==> config.mk <==
export PLATFORM = sky130hd
export DESIGN_NAME = ps2_scan_decoder
export DESIGN_NICKNAME = d
export VERILOG_FILES = /design/src/rtl/ps2_scan_decoder.sv
export SDC_FILE = /design/constraint.sdc
export NUM_CORES = 1
export LEC_CHECK = 0
export CAP_MARGIN = 20
export CELL_PAD_IN_SITES_DETAIL_PLACEMENT = 0
export CELL_PAD_IN_SITES_GLOBAL_PLACEMENT = 1
export CORE_ASPECT_RATIO = 0.8
export CORE_MARGIN = 2
export CORE_UTILIZATION = 39
export CTS_CLUSTER_DIAMETER = 120
export DETAILED_ROUTE_END_ITERATION = 6
export PLACE_DENSITY_LB_ADDON = 0.1
export SETUP_SLACK_MARGIN = 0.3
export SLEW_MARGIN = 15
export SYNTH_ARGS = -nofsm -noshare
export SYNTH_HDL_FRONTEND = slang
export SYNTH_SLANG_ARGS = --single-unit
==> constraint.sdc <==
create_clock -name clk -period 2.2 [get_ports clk]
set_clock_uncertainty 0.2 [all_clocks]
set_input_delay 0.22 -clock clk [delete_from_list [all_inputs] [get_ports clk]]
set_output_delay 0.22 -clock clk [all_outputs]
set_load 0.02 [all_outputs]
==> src/rtl/ps2_scan_decoder.sv <==
// PS/2 scan-code set 2 decoder: synchronizes the converter byte strobe and folds
// E0/F0 prefixes into single key events. Optional timeout: PS2_DECODE_TIMEOUT_EN.
module ps2_scan_decoder #(
  parameter int TIMEOUT_CYCLES = 2_000_000
) (
  input  logic       clk,
  input  logic       reset,
  input  logic       scan_ready,
  input  logic [7:0] scan_code,
  input  logic       evt_ready,
  output logic       evt_valid,
  output logic [7:0] evt_code,
  output logic       evt_ext,
  output logic       evt_release,
  output logic       overflow,
  output logic [7:0] last_make
);

  typedef enum logic [1:0] {
    ST_IDLE = 2'd0,
    ST_E0   = 2'd1,
    ST_F0   = 2'd2,
    ST_E0F0 = 2'd3
  } state_t;

  localparam logic [7:0] PFX_EXT = 8'hE0;
  localparam logic [7:0] PFX_BRK = 8'hF0;

  logic       s1_q, s2_q, s2_prev_q;
  logic       strobe_q, strobe_d;
  logic [7:0] byte_q, byte_d;

  state_t     state_q, state_d;
  logic       emit_s, emit_ext_s, emit_rel_s;
  logic       accept_s;
  logic       tmo_expire_s;

  logic       evt_valid_q, evt_valid_d;
  logic [7:0] evt_code_q, evt_code_d;
  logic       evt_ext_q, evt_ext_d;
  logic       evt_release_q, evt_release_d;
  logic       overflow_q, overflow_d;
  logic [7:0] last_make_q, last_make_d;

  // Byte strobe is registered together with the byte so the FSM sees a clean one-cycle pulse.
  always_comb begin
    strobe_d = s2_q & ~s2_prev_q;
    if (strobe_d) begin
      byte_d = scan_code;
    end else begin
      byte_d = byte_q;
    end
  end

  always_ff @(posedge clk or posedge reset) begin
    if (reset) begin
      s1_q      <= 1'b0;
      s2_q      <= 1'b0;
      s2_prev_q <= 1'b0;
      strobe_q  <= 1'b0;
      byte_q    <= 8'h00;
    end else begin
      s1_q      <= scan_ready;
      s2_q      <= s1_q;
      s2_prev_q <= s2_q;
      strobe_q  <= strobe_d;
      byte_q    <= byte_d;
    end
  end

`ifdef PS2_DECODE_TIMEOUT_EN
  localparam int CNT_W = (TIMEOUT_CYCLES > 1) ? $clog2(TIMEOUT_CYCLES) : 1;
  logic [CNT_W-1:0] tmo_cnt_q, tmo_cnt_d;

  always_comb begin
    if (strobe_q || (state_q == ST_IDLE)) begin
      tmo_cnt_d = {CNT_W{1'b0}};
    end else begin
      tmo_cnt_d = tmo_cnt_q + {{(CNT_W-1){1'b0}}, 1'b1};
    end
    tmo_expire_s = (state_q != ST_IDLE) && (tmo_cnt_q == CNT_W'(TIMEOUT_CYCLES - 1));
  end

  always_ff @(posedge clk or posedge reset) begin
    if (reset) begin
      tmo_cnt_q <= {CNT_W{1'b0}};
    end else begin
      tmo_cnt_q <= tmo_cnt_d;
    end
  end
`else
  logic unused_timeout_s;
  assign unused_timeout_s = (TIMEOUT_CYCLES != 0);
  assign tmo_expire_s     = 1'b0;
`endif

  // Prefix FSM; a strobe takes priority over a simultaneous timeout expiry.
  always_comb begin
    state_d    = state_q;
    emit_s     = 1'b0;
    emit_ext_s = 1'b0;
    emit_rel_s = 1'b0;
    if (strobe_q) begin
      case (state_q)
        ST_IDLE: begin
          if (byte_q == PFX_EXT) begin
            state_d = ST_E0;
          end else if (byte_q == PFX_BRK) begin
            state_d = ST_F0;
          end else begin
            emit_s  = 1'b1;
            state_d = ST_IDLE;
          end
        end
        ST_E0: begin
          if (byte_q == PFX_BRK) begin
            state_d = ST_E0F0;
          end else if (byte_q == PFX_EXT) begin
            state_d = ST_E0;
          end else begin
            emit_s     = 1'b1;
            emit_ext_s = 1'b1;
            state_d    = ST_IDLE;
          end
        end
        ST_F0: begin
          if (byte_q == PFX_BRK) begin
            state_d = ST_F0;
          end else if (byte_q == PFX_EXT) begin
            state_d = ST_E0;
          end else begin
            emit_s     = 1'b1;
            emit_rel_s = 1'b1;
            state_d    = ST_IDLE;
          end
        end
        ST_E0F0: begin
          if (byte_q == PFX_EXT) begin
            state_d = ST_E0;
          end else if (byte_q == PFX_BRK) begin
            state_d = ST_F0;
          end else begin
            emit_s     = 1'b1;
            emit_ext_s = 1'b1;
            emit_rel_s = 1'b1;
            state_d    = ST_IDLE;
          end
        end
        default: begin
          state_d = ST_IDLE;
        end
      endcase
    end else if (tmo_expire_s) begin
      state_d = ST_IDLE;
    end else begin
      state_d = state_q;
    end
  end

  always_ff @(posedge clk or posedge reset) begin
    if (reset) begin
      state_q <= ST_IDLE;
    end else begin
      state_q <= state_d;
    end
  end

  // Output register: a new event may overwrite only an empty or departing slot.
  always_comb begin
    accept_s      = evt_valid_q & evt_ready;
    evt_valid_d   = evt_valid_q;
    evt_code_d    = evt_code_q;
    evt_ext_d     = evt_ext_q;
    evt_release_d = evt_release_q;
    overflow_d    = overflow_q;
    last_make_d   = last_make_q;
    if (emit_s) begin
      if (!evt_valid_q || accept_s) begin
        evt_valid_d   = 1'b1;
        evt_code_d    = byte_q;
        evt_ext_d     = emit_ext_s;
        evt_release_d = emit_rel_s;
      end else begin
        overflow_d = 1'b1;
      end
      if (!emit_rel_s) begin
        last_make_d = byte_q;
      end else begin
        last_make_d = last_make_q;
      end
    end else if (accept_s) begin
      evt_valid_d = 1'b0;
    end else begin
      evt_valid_d = evt_valid_q;
    end
  end

  always_ff @(posedge clk or posedge reset) begin
    if (reset) begin
      evt_valid_q   <= 1'b0;
      evt_code_q    <= 8'h00;
      evt_ext_q     <= 1'b0;
      evt_release_q <= 1'b0;
      overflow_q    <= 1'b0;
      last_make_q   <= 8'h00;
    end else begin
      evt_valid_q   <= evt_valid_d;
      evt_code_q    <= evt_code_d;
      evt_ext_q     <= evt_ext_d;
      evt_release_q <= evt_release_d;
      overflow_q    <= overflow_d;
      last_make_q   <= last_make_d;
    end
  end

  assign evt_valid   = evt_valid_q;
  assign evt_code    = evt_code_q;
  assign evt_ext     = evt_ext_q;
  assign evt_release = evt_release_q;
  assign overflow    = overflow_q;
  assign last_make   = last_make_q;

endmodule

=== Word level (Yosys, flattened, before mapping) ===
Cells that the tools add are included.
W data, S select, Z words.

* Mux-type cells: 19
* Reduce and logical (&&, ||, !) cells: 10
* Bitwise operators: 5
* Equality and inequality tests: 6

{| class="wikitable"
|+ Operators by type and width
! operator !! number
|-
| $eq A8 B8 Y1 const B || 2
|-
| $mux W1 || 11
|-
| $mux W2 || 4
|-
| $reduce_and A2 Y1 || 4
|-
| $pmux W1 S2 || 3
|-
| $pmux W2 S3 || 1
|-
| $eq A2 B2 Y1 const B || 2
|-
| $reduce_or A2 Y1 || 2
|-
| $not A1 Y1 || 3
|-
| $and A1 B1 Y1 || 2
|-
| $eq A2 B1 Y1 const B || 1
|-
| $logic_not A2 Y1 || 1
|-
| $ne A2 B1 Y1 const B || 1
|-
| $reduce_bool A2 Y1 || 1
|-
| $logic_not A1 Y1 || 1
|-
| $logic_or A1 B1 Y1 || 1
|}

* Bits of input ports: 12
* Output and inout bits: 20
* Register bits: 34

=== Depth between registers and ports, before layout ===
Gate-level depths: netlist of run 1.

* Depth after elaboration: 7
* Mapped depth: 5
* Gate-level depth less buffers: 5

=== Worst setup path before layout of run 1 ===
No wires, ideal clock.

* Path kind: register to register
* Start point: register byte_q[0]
* End point: register evt_code_q[4] (netlist: evt_code[4])
* Clock period less this slack: 1912 ps
* Data required time: 1875 ps
* Slack: 288 ps
* Arrival time: 1587 ps
* Path buffers: 0
* Cell stages (with the launch flop): 4
* Cells stage by stage: dfrtp_1 > or4b_4 > o211ai_4 > mux2_4

* Cells in the longest elaborated chain, start to end: 6
* Elaborated cells between the ends (all ways): 9
* Those cells by class: eq/ne (2); mux (6); reduce/logical (1)

{| class="wikitable"
|+ RTL lines
! element !! RTL line !! text
|-
| from (decl) || 31 || <nowiki>logic [7:0] byte_q, byte_d;</nowiki>
|-
| from (signal assigned) || 67 || <nowiki>byte_q <= byte_d;</nowiki>
|-
| $eq A8 B8 Y1 (on tied branches) || -- ||
|-
| $mux W1 (on tied branches) || -- ||
|-
| $mux W1 (on tied branches) || 138, 116 ||
|-
| $pmux W1 S2 * || 104 || <nowiki>case (state_q)</nowiki>
|-
| $mux W1 * || 103 || <nowiki>if (strobe_q) begin</nowiki>
|-
| $reduce_and A2 Y1 (no source line) * || -- ||
|-
| to (signal assigned) || 208 || <nowiki>evt_code_q <= evt_code_d;</nowiki>
|-
| to (decl) || 39 || <nowiki>logic [7:0] evt_code_q, evt_code_d;</nowiki>
|}

Every way passes the cells marked *; elsewhere a longest branch is shown, timed or not.
A chain may end at the register's enable or synchronous reset.

=== Worst setup path in the final report of run 1 ===
Ends and elaborated chain as after synthesis.

==> results of run 1 <==
-- flip-flops by register name, indices dropped and copies added, names as in the netlist --
signal	cells
byte_q	8
evt_code	8
last_make	8
state_q	2
evt_ext	1
evt_release	1
evt_valid	1
overflow	1
s1_q	1
s2_prev_q	1
s2_q	1
strobe_q	1
-- logic make-up (layout without fill, tap and decap cells) --
family	Yosys count	after routing	share of synthesized area
simple gates	18	18	0.0813
buf+inv	11	64	0.0315
flops	34	34	0.594
compound gates	26	26	0.156
mux	13	13	0.101
fa+ha+maj	4	4	0.0350
-- metrics by stage --
| step | hold slack [ps] | power, mW | util |
|---|---|---|---|
| floorplan | 51.4 | 1.02 | - |
| global placement | 137 | 1.22 | 0.527 |
| detailed placement | 143 | 1.23 | 0.527 |
| CTS | 144 | 1.68 | 0.562 |
| global route | 167 | 1.76 | 0.579 |
| finish | 123 | 1.67 | 0.579 |
-- worst max-delay path, delay by kind of cell, from the launching register on --
| family | cells | cell delay [ps] |
|---|---|---|
| AO/OA/AOI/OAI | 1 | 240 |
| flip-flops | 1 | 410 |
| AND/OR/NAND/NOR | 1 | 590 |
| multiplexers | 1 | 320 |
-- cell usage after synthesis (2+ instances only) --
master / count / area [um^2]
sky130_fd_sc_hd__a22o_1: 6 / 52.6
sky130_fd_sc_hd__a211oi_1: 2 / 15.0
sky130_fd_sc_hd__dfrtp_1: 34 / 851
sky130_fd_sc_hd__o22ai_1: 2 / 12.5
sky130_fd_sc_hd__nor2b_1: 3 / 18.8
sky130_fd_sc_hd__a21oi_1: 2 / 10.0
sky130_fd_sc_hd__mux2_2: 8 / 90.1
sky130_fd_sc_hd__a22o_2: 2 / 20.0
sky130_fd_sc_hd__nor4_1: 2 / 12.5
sky130_fd_sc_hd__o311ai_0: 2 / 17.5
sky130_fd_sc_hd__mux2i_1: 4 / 40.0
sky130_fd_sc_hd__a2bb2oi_1: 2 / 17.5
sky130_fd_sc_hd__ha_1: 4 / 50.1
sky130_fd_sc_hd__inv_1: 9 / 33.8
sky130_fd_sc_hd__nor2_1: 4 / 15.0
-- layout by cell type, fill, tap and decap left out, types with 3 or more instances in the layout --
cell                               n
sky130_fd_sc_hd__clkdlybuf4s50_1  31
sky130_fd_sc_hd__ha_1              3
sky130_fd_sc_hd__nor2_1            4
sky130_fd_sc_hd__mux2i_1           4
sky130_fd_sc_hd__dfrtp_1          33
sky130_fd_sc_hd__clkbuf_8          5
sky130_fd_sc_hd__buf_4            16
sky130_fd_sc_hd__inv_1             9
sky130_fd_sc_hd__mux2_2            7
sky130_fd_sc_hd__nor2b_1           3
sky130_fd_sc_hd__a22o_1            6
-- report_power, final --
group          internal, mW  switching (mW)
clock network         0.212           0.214
logic                 0.248           0.205
registers             0.719          0.0763
total                  1.18           0.495
-- repair_timing --
action,in CTS,in global routing
buffers inserted,5,6
resized for setup,1,5
pin swaps,3,1
setup endpoints to repair,2,6
-- final cells by class --
class,count,share of cell area
flip-flops and latches,34,0.424
multi-input cells,61,0.274
repair buffers,48,0.220
clock buffers,5,0.0343
well taps,42,0.0262
inverters,9,0.0168
clock inverters,2,0.00498
-- metal layers --
metal,vias to the layer above,GRT usage,share of wire
met3,7,0.0487,0.049
met1,532,0.236,0.48
met2,26,0.254,0.45
met4,0,0.0809,0.017
li1,494,-,-
met5,-,0,0
-- worst max-delay path by stage --
stage,slack [ps],start,endpoint,cells past startpoint
floorplan,310,byte_q[0],evt_code[4],3
global placement,260,byte_q[0],last_make[4],3
detailed placement,210,byte_q[0],last_make[4],3
CTS,310,byte_q[0],evt_code[4],3
global route,270,byte_q[0],evt_release,4
finish,330,byte_q[0],evt_code[4],3
==> reports/qor.csv, run 1 <==
metric;value;unit
aggregate global-route resource usage;0.172;
area of the core;0.00347;mm^2
Layout Cell Area excl Fill;0.00201;mm^2
maximum number of pins on one net before global-route repair;35;
clock root buffer;sky130_fd_sc_hd__clkbuf_8;
startpoint types;flop;
Hold Vio Cnt, Final;0;
arrival time of data at the critical path endpoint;1850;ps
Post-Place Cell Area;0.00183;mm^2
Worst R2R End;evt_code[4];
1st-iter DRT viols;57;
DIE HEIGHT;58.2;um
Filler Cell Count;293;
CTS buffer count;5;
count of port buffers added during placement;31;
via total after detailed routing;1059;
status;complete, no violations;
number of global-route vias before repair;1106;
register cell area after layout;852;um^2
post-detailed-route wirelength per cell;15.8;um
setup repair after global routing missed its margin;yes;
Post-DRT Antenna Nets;0;
least setup slack across all paths after layout;327;ps
Post-Layout Cell Count;201;
number of remaining DRC errors;0;
synthesized net count;122;
placed cell count;183;
GR Overflow Total;0;
portion of the clock cycle consumed by the worst path in the final layout;0.852;
I/O pin cnt;32;
slew margin rel.;0.619;
sequential cell area fraction in the yosys report;0.594;
number of standard cells after synthesis;106;
Hold Path Class;in -> async;
Worst Setup Path Type;reg -> reg;
largest buffer count on any clock path;2;
number of enable-type register cells in the synthesized netlist;0;
initial standard-cell utilization of the core;0.412;
number of sinks driven by the clock tree;34;
Seq cells post-synth;34;
clock insertion delay at the later pin of the skew report;280;ps
via/cell ratio;5.27;
clk slew on worst S/H paths;70;ps
area of the multi-input gates;549;um^2
Core Rows;19;
setup slack, reg-to-reg;330;ps
cell area after technology mapping;0.00143;mm^2
number of antenna violations at the first check in global routing;0;
Worst Tran Pin Value;567;ps
H-Tree Level Count;2;
cell-by-cell trace of the critical path;or4b_4 -> o211ai_4 -> mux2_4;
achievable clock frequency;534;MHz
Syn Area/Cell;13.5;um^2
min Tclk post-route;1870;ps
required time of the critical path;2170;ps
share of post-route cells with drive strength above 1;0.264;
category of the worst setup path capture point;flop;
LEAKAGE;0.896;nW
diode count;0;
number of hold-repair buffers added at the cts stage;0;
global-route wire length before repair;5260;um
Slowest cell on crit path;sky130_fd_sc_hd__or4b_4;
power per cell area;834;mW/mm^2
number of distinct library cells after synthesis;35;
slowest stage delay, CP;590;ps
total number of yosys warnings;0;
worst reg-to-reg path cell count;3;
Pre-Repair DR Iteration Count;4;
width of the chip;71.7;um
Final Wtd Congestion;0.812;
worst slack after detailed placement;214;ps
Synth Flop Type;sky130_fd_sc_hd__dfrtp_1;
NumNets Final;175;
half-perimeter wire length after detailed placement;2190;um
async set-reset flop share out of synthesis;1.00;
DRT Wirelength;3180;um
count of final max-slew check failures;0;
peak supply drop;0.567;mV
area enclosed by the die boundary;0.00417;mm^2
clock tree from TritonCTS;built;
Total Neg Setup Slack;0;ps
max-cap violation count;0;
count of final setup violators;0;
R2R Path Start;byte_q[0];
critical-path maximum fanout;4;
layout overhead on the synthesized area;40.3;%
No activity file was read; power rests on OpenSTA's default activity.
==> run 2, diff against run 1 <==
GPL_ROUTABILITY_DRIVEN = 0   (was unset)
==> results of run 2 <==
The final DEF is identical to that of run 1; final timing and power are the same.
